==> config.mk <==
export PLATFORM = sky130hd
export DESIGN_NAME = aurora_lane_mapper
export DESIGN_NICKNAME = d
export VERILOG_FILES = /design/src/rtl/aurora_lane_pkg.sv /design/src/rtl/aurora_lane_xbar.sv /design/src/rtl/aurora_lane_mapper.sv
export SDC_FILE = /design/constraint.sdc
export NUM_CORES = 2
export LEC_CHECK = 0
export CORE_AREA = 2 2 410 412
export DETAILED_ROUTE_END_ITERATION = 7
export DIE_AREA = 0 0 412 414
export PLACE_DENSITY_LB_ADDON = 0.1
export SYNTH_ARGS = -nofsm -noshare
export SYNTH_HDL_FRONTEND = slang
export SYNTH_HIERARCHICAL = 1
export SYNTH_SLANG_ARGS = --single-unit
==> constraint.sdc <==
create_clock -name user_clk -period 26.2 [get_ports user_clk]
set_input_delay 3.93 -clock user_clk [delete_from_list [all_inputs] [get_ports user_clk]]
set_output_delay 3.93 -clock user_clk [all_outputs]
set_load 0.05 [all_outputs]
==> src/rtl/aurora_lane_pkg.sv <==
// Shared types and helpers for the Aurora lane mapper.
package aurora_lane_pkg;

   localparam int unsigned MAX_LANES = 8;
   localparam int unsigned IDX_W     = 4;

   typedef enum logic [1:0] {
      ST_ACTIVE = 2'd0,
      ST_CHECK  = 2'd1,
      ST_BLANK  = 2'd2
   } lane_state_e;

   // Lane map widened to the largest supported lane count, one field per lane.
   typedef logic [MAX_LANES-1:0][IDX_W-1:0] lane_vec_t;

   // Identity map: lane i sourced from lane i; unused upper fields are zero.
   function automatic lane_vec_t identity_map(input int unsigned num_lanes);
      lane_vec_t m;
      m = '0;
      for (int unsigned i = 0; i < MAX_LANES; i++) begin
         if (i < num_lanes) m[i] = IDX_W'(i);
      end
      return m;
   endfunction

   // True when the first num_lanes fields form a permutation of 0..num_lanes-1.
   function automatic logic map_is_perm(input lane_vec_t m, input int unsigned num_lanes);
      logic ok;
      ok = 1'b1;
      for (int unsigned i = 0; i < MAX_LANES; i++) begin
         if (i < num_lanes) begin
            if (32'(m[i]) >= num_lanes) ok = 1'b0;
            for (int unsigned j = 0; j < MAX_LANES; j++) begin
               if ((j < i) && (m[j] == m[i])) ok = 1'b0;
            end
         end
      end
      return ok;
   endfunction

endpackage

==> src/rtl/aurora_lane_xbar.sv <==
// Combinational lane crossbar with per-lane inversion.
// Forward mode: out lane i <- in lane map[i]. Inverse mode: out lane map[i] <- in lane i.
// Inversion is always indexed by the Aurora-side lane i.
module aurora_lane_xbar #(
   parameter int unsigned NUM_LANES = 4,
   parameter int unsigned DATA_W    = 64,
   parameter int unsigned SEL_W     = 2,
   parameter bit          INVERSE   = 1'b0
) (
   input  logic [NUM_LANES*SEL_W-1:0]  lane_map,
   input  logic [NUM_LANES-1:0]        invert,
   input  logic [NUM_LANES*DATA_W-1:0] in_data,
   input  logic [NUM_LANES-1:0]        in_valid,
   output logic [NUM_LANES*DATA_W-1:0] out_data,
   output logic [NUM_LANES-1:0]        out_valid
);

   logic [NUM_LANES-1:0][SEL_W-1:0]  sel;
   logic [NUM_LANES-1:0][DATA_W-1:0] din;
   logic [NUM_LANES-1:0][DATA_W-1:0] dout;

   assign sel      = lane_map;
   assign din      = in_data;
   assign out_data = dout;

   // Compare-based select keeps non-power-of-two lane counts free of out-of-range indexing.
   always_comb begin
      dout      = '0;
      out_valid = '0;
      for (int unsigned i = 0; i < NUM_LANES; i++) begin
         for (int unsigned j = 0; j < NUM_LANES; j++) begin
            if (sel[i] == SEL_W'(j)) begin
               if (!INVERSE) begin
                  dout[i]      = din[j] ^ {DATA_W{invert[i]}};
                  out_valid[i] = in_valid[j];
               end else begin
                  dout[j]      = din[i] ^ {DATA_W{invert[i]}};
                  out_valid[j] = in_valid[i];
               end
            end
         end
      end
   end

endmodule

==> src/rtl/aurora_lane_mapper.sv <==
// Runtime-reconfigurable lane permutation/polarity stage between GT and Aurora lanes.
// Map updates are validated, then applied behind a blanking window of invalid outputs.
module aurora_lane_mapper
   import aurora_lane_pkg::*;
#(
   parameter int unsigned NUM_LANES    = 4,
   parameter int unsigned DATA_W       = 64,
   parameter int unsigned SEL_W        = $clog2(NUM_LANES),
   parameter int unsigned BLANK_CYCLES = 16
) (
   input  logic                        user_clk,
   input  logic                        reset,
   input  logic [NUM_LANES*SEL_W-1:0]  cfg_map,
   input  logic [NUM_LANES-1:0]        cfg_invert,
   input  logic                        cfg_valid,
   output logic                        cfg_ready,
   output logic                        cfg_err,
   output logic                        map_busy,
   output logic [NUM_LANES*SEL_W-1:0]  cur_map,
   input  logic [NUM_LANES*DATA_W-1:0] gt_rx_data,
   input  logic [NUM_LANES-1:0]        gt_rx_valid,
   output logic [NUM_LANES*DATA_W-1:0] au_rx_data,
   output logic [NUM_LANES-1:0]        au_rx_valid,
   input  logic [NUM_LANES*DATA_W-1:0] au_tx_data,
   input  logic [NUM_LANES-1:0]        au_tx_valid,
   output logic [NUM_LANES*DATA_W-1:0] gt_tx_data,
   output logic [NUM_LANES-1:0]        gt_tx_valid
);

   localparam int unsigned CNT_W = (BLANK_CYCLES > 1) ? $clog2(BLANK_CYCLES) : 1;
   localparam logic [CNT_W-1:0] CNT_LAST = CNT_W'(BLANK_CYCLES - 1);
   localparam lane_vec_t IDENT_V = identity_map(NUM_LANES);

   lane_state_e state_q, state_d;
   logic [CNT_W-1:0] cnt_q;

   logic [NUM_LANES-1:0][SEL_W-1:0] ident_map;
   logic [NUM_LANES-1:0][SEL_W-1:0] shadow_map_q;
   logic [NUM_LANES-1:0][SEL_W-1:0] active_map_q;
   logic [NUM_LANES-1:0]            shadow_inv_q;
   logic [NUM_LANES-1:0]            active_inv_q;
   logic                            cfg_err_q;

   lane_vec_t shadow_vec;
   logic      map_ok;
   logic      accept;
   logic      blank_done;

   logic [NUM_LANES*DATA_W-1:0] rx_mapped_data, tx_mapped_data;
   logic [NUM_LANES-1:0]        rx_mapped_valid, tx_mapped_valid;

   for (genvar g = 0; g < NUM_LANES; g++) begin : g_ident
      assign ident_map[g] = IDENT_V[g][SEL_W-1:0];
   end

   assign accept     = (state_q == ST_ACTIVE) && cfg_valid;
   assign blank_done = (state_q == ST_BLANK) && (cnt_q == CNT_LAST);
   assign cur_map    = active_map_q;
   assign cfg_err    = cfg_err_q;

   // Widen the shadow map into the package lane vector and validate it.
   always_comb begin
      shadow_vec = '0;
      for (int unsigned i = 0; i < NUM_LANES; i++) begin
         shadow_vec[i] = IDX_W'(shadow_map_q[i]);
      end
      map_ok = map_is_perm(shadow_vec, NUM_LANES);
   end

   // FSM state register.
   always_ff @(posedge user_clk or posedge reset) begin
      if (reset) state_q <= ST_ACTIVE;
      else       state_q <= state_d;
   end

   // FSM next-state and handshake/status outputs.
   always_comb begin
      state_d   = state_q;
      cfg_ready = 1'b0;
      map_busy  = 1'b0;
      case (state_q)
         ST_ACTIVE: begin
            cfg_ready = 1'b1;
            if (cfg_valid) state_d = ST_CHECK;
         end
         ST_CHECK: begin
            map_busy = 1'b1;
            state_d  = map_ok ? ST_BLANK : ST_ACTIVE;
         end
         ST_BLANK: begin
            map_busy = 1'b1;
            if (cnt_q == CNT_LAST) state_d = ST_ACTIVE;
         end
         default: state_d = ST_ACTIVE;
      endcase
   end

   // Blanking counter, shadow capture, active-map load and error pulse.
   always_ff @(posedge user_clk or posedge reset) begin
      if (reset) begin
         cnt_q        <= '0;
         shadow_map_q <= ident_map;
         shadow_inv_q <= '0;
         active_map_q <= ident_map;
         active_inv_q <= '0;
         cfg_err_q    <= 1'b0;
      end else begin
         cfg_err_q <= (state_q == ST_CHECK) && !map_ok;
         cnt_q     <= ((state_q == ST_BLANK) && !blank_done) ? cnt_q + 1'b1 : '0;
         if (accept) begin
            shadow_map_q <= cfg_map;
            shadow_inv_q <= cfg_invert;
         end
         if (blank_done) begin
            active_map_q <= shadow_map_q;
            active_inv_q <= shadow_inv_q;
         end
      end
   end

   aurora_lane_xbar #(
      .NUM_LANES (NUM_LANES),
      .DATA_W    (DATA_W),
      .SEL_W     (SEL_W),
      .INVERSE   (1'b0)
   ) u_rx_xbar (
      .lane_map  (active_map_q),
      .invert    (active_inv_q),
      .in_data   (gt_rx_data),
      .in_valid  (gt_rx_valid),
      .out_data  (rx_mapped_data),
      .out_valid (rx_mapped_valid)
   );

   aurora_lane_xbar #(
      .NUM_LANES (NUM_LANES),
      .DATA_W    (DATA_W),
      .SEL_W     (SEL_W),
      .INVERSE   (1'b1)
   ) u_tx_xbar (
      .lane_map  (active_map_q),
      .invert    (active_inv_q),
      .in_data   (au_tx_data),
      .in_valid  (au_tx_valid),
      .out_data  (tx_mapped_data),
      .out_valid (tx_mapped_valid)
   );

   // Output registers: mapped data, or zeros/invalid while blanking.
   always_ff @(posedge user_clk or posedge reset) begin
      if (reset) begin
         au_rx_data  <= '0;
         au_rx_valid <= '0;
         gt_tx_data  <= '0;
         gt_tx_valid <= '0;
      end else if (state_q == ST_BLANK) begin
         au_rx_data  <= '0;
         au_rx_valid <= '0;
         gt_tx_data  <= '0;
         gt_tx_valid <= '0;
      end else begin
         au_rx_data  <= rx_mapped_data;
         au_rx_valid <= rx_mapped_valid;
         gt_tx_data  <= tx_mapped_data;
         gt_tx_valid <= tx_mapped_valid;
      end
   end

endmodule

==> flow_metrics.py <==
metrics = {
    "synth": {
        "async_flop_share_pct": 100,
        "avgSynthCellArea_sq_um": 10.2,
        "yosys.cell_types.count": 48,
        "syn_nets": 4286,
        "seq_area_frac_synth_pct": 36.0,
        "synthTopCellsByArea": "dfrtp_1 (35%), mux4_2 (14%), xor2_1 (12%), a211oi_1 (7.5%), nor2b_1 (7.4%)",
        "mappedNetlistArea_sq_um": 38300,
        "synthCells": 3747,
        "ys.flop_type": "dfrtp_1",
        "yosys.area.top_type": "dfrtp_1",
        "synth_seq_cells": 551,
        "yosys_warnings": 6,
        "synth_edf_count": 0,
        "synth_top_area_share_pct": 35.4,
    },
    "critical_path": {
        "path_delay_family": "flip-flops",
        "crit_path_top_delay_cell": "dfstp_4",
        "crit_type": "reg -> out",
        "worstPathCellList": "clkdlybuf4s50_1",
        "crit_cells": 1,
        "startpoint": "cur_map[7]",
        "critPathRequiredTime_ns": 22.27,
        "reg2reg_depth": 6,
        "reg2reg_to": "gt_tx_data[139]",
        "worst_setup_path_start_kind": "register",
        "crit_fanout": 45,
        "r2r_slack_ns": 21.99,
        "cp.buffers_inverters": 1,
        "cp-end-kind": "primary output",
        "slowest_delay_ns": 1.16,
        "reg2reg_from": "cur_map[7]",
        "arrival_ns": 2.84,
    },
    "routing": {
        "routedWlPerCell_um": 31.8,
        "drt_wl_total_um": 218000,
        "drt_pre_antenna_iters": 6,
        "drtIter0Drc": 3538,
        "drc": 0,
        "ant_nets": 0,
        "num_vias": 35700,
        "routed_via_density": 5.20,
    },
    "finish": {
        "drive_above_1_share_pct": 11.6,
        "final_area_sq_um": 53000,
        "fin_nets": 5103,
        "syn_to_final_growth_pct": 38.1,
        "layoutNonFillerInstCount": 6865,
        "final_common_cell": "clkdlybuf4s50_1",
        "layout_common_cells": "clkdlybuf4s50_1 (1065), dfrtp_1 (535), xor2_1 (507)",
        "nFillCells": 17300,
    },
    "global_route": {
        "grt_use_met3_pct": 5.79,
        "grt_util_met2_pct": 39.7,
        "antenna_found_initial": 57,
        "top_usage_layer": "met2",
        "grt_pass1_vias": 36000,
        "grt_first_pass_wirelength_um": 300000,
        "track_usage_pct": 24.7,
        "grtUsageMet1_pct": 31.2,
        "gr-total-overflow": 0,
        "grt_max_degree": 196,
    },
    "placement": {
        "dp_hpwl_um": 141000,
        "port_buffers": 1065,
        "gp_congestion": 0.865,
        "dp_cells": 6686,
        "dpl_cell_area_sq_um": 50200,
    },
    "cts": {
        "path_clk_slew_ns": 0.05,
        "cts.sinks": 551,
        "cts_tree": "done",
        "htree_num_levels": 3,
        "clockRootBuffer": "clkbuf_16",
        "cts_max_path_buffers": 3,
        "post_cts_resized": 0,
        "numCtsBuffers": 80,
        "post_cts_buffers": 0,
        "insertion_delay_ns": 0.70,
        "ctsHoldBuffers": 0,
    },
    "sta": {
        "setup_viol": 0,
        "tightest_slew_ns": 1.39,
        "period_share_pct": 25.9,
        "fin_skew_ns": 0.0459,
        "fmax_ghz": 0.148,
        "relSlewSlack_pct": 7.00,
        "fin_hold_ws_ns": 0.458,
        "rsz0062_at_grt": "no",
        "fin_crit_ns": 6.77,
        "hold_viol": 0,
        "slew_violations": 0,
        "finalSetupTns_ns": 0,
    },
    "pwr": {
        "ir_drop_v": 0.0000529,
        "leakagePower_nw": 21.2,
        "power.density_nw_per_um2": 59.7,
    },
    "die": {
        "coreArea_sq_um": 166000,
        "start_util_pct": 23.1,
        "ios": 1066,
        "die_h_um": 414,
        "dieWidth_um": 412,
        "die-area_sq_um": 171000,
        "num_rows": 150,
    },
    "min_path": {
        "whs_endpoint": "cnt_q[0]",
        "hp-class": "reg -> reg",
        "min-delay-start": "cnt_q[0]",
        "whs_path_depth": 1,
    },
    "run_status": {
        "status": "finished, final reports clean",
    },
    "job": {
        "maxCapViolations": 0,
    },
}
[metal layers]
| metal | part of all wire (%) | vias up |
|---|---|---|
| met2 | 47 | 1889 |
| met4 | 4.6 | 34 |
| met3 | 7.8 | 372 |
| li1 | - | 15100 |
| met5 | 0.093 | - |
| met1 | 40 | 18300 |
[final cells by class]
| class | count | area (sq um) | share of cell area (%) |
|---|---|---|---|
| tap | 2204 | 2760 | 5.21 |
| timing repair buffer | 1137 | 11300 | 21.2 |
| multi-input combinational | 2790 | 22400 | 42.2 |
| antenna | 39 | 97.6 | 0.184 |
| clock inverter | 24 | 280 | 0.529 |
| inverter | 4 | 22.5 | 0.0425 |
| sequential | 551 | 13800 | 26.1 |
| clock buffer | 116 | 2340 | 4.42 |
[kinds of logic after synthesis]
family	count (synthesis)	share of synthesized area [%]
fa+ha+maj	4	0.131
xor+xnor	507	11.6
simple gates	1392	19.5
compound gates	617	11.6
mux	270	15.2
flops	551	36.0
buf+inv	406	6.05
[worst max-delay path by stage]
stage / end
3_3_place_gp: gt_tx_data[147]
6_report: cur_map[7]
5_1_grt: gt_tx_data[22]
2_1_floorplan: active_inv_q[0]
3_5_place_dp: gt_tx_data[211]
4_1_cts: cur_map[7]
[power breakdown]
part           leakage [nW]  total, mW  switching [mW]  internal (mW)
logic                  13.1       1.02           0.674          0.347
clock network          1.27       1.11           0.466          0.649
registers              6.92       1.03          0.0611          0.967
total                  21.2       3.16            1.20           1.96
[sequential cells by signal (all words and copies together), names as in the netlist]
signal	flops
au_rx_data	256
gt_tx_data	256
cur_map	8
shadow_map_q	8
active_inv_q	4
au_rx_valid	4
cnt_q	4
gt_tx_valid	4
shadow_inv_q	4
state_q	2
cfg_err	1
[per-stage QoR]
stage | setup slack [ns] | util [%] | total power, mW
floorplan | 6.88 | - | 1.60
global placement | 18.73 | 30.2 | 2.07
detailed placement | 18.69 | 30.2 | 2.07
CTS | 19.34 | 31.8 | 3.21
global route | 19.10 | 31.8 | 3.27
finish | 19.43 | 31.9 | 3.16
[synth_stat cells, types with 17 or more instances]
master	number
nand3_1	258
a221oi_1	28
dfrtp_1	543
o22ai_1	17
and2b_1	80
nand2_1	17
mux2_2	24
a211oi_1	383
clkbuf_1	141
xor2_1	507
nor2b_1	456
nor3_1	256
buf_6	33
o221a_2	23
buf_4	55
mux4_2	246
a21oi_1	131
nor2_1	265
buf_2	155
nand2b_1	23
Power figures use the tool's default switching activity.
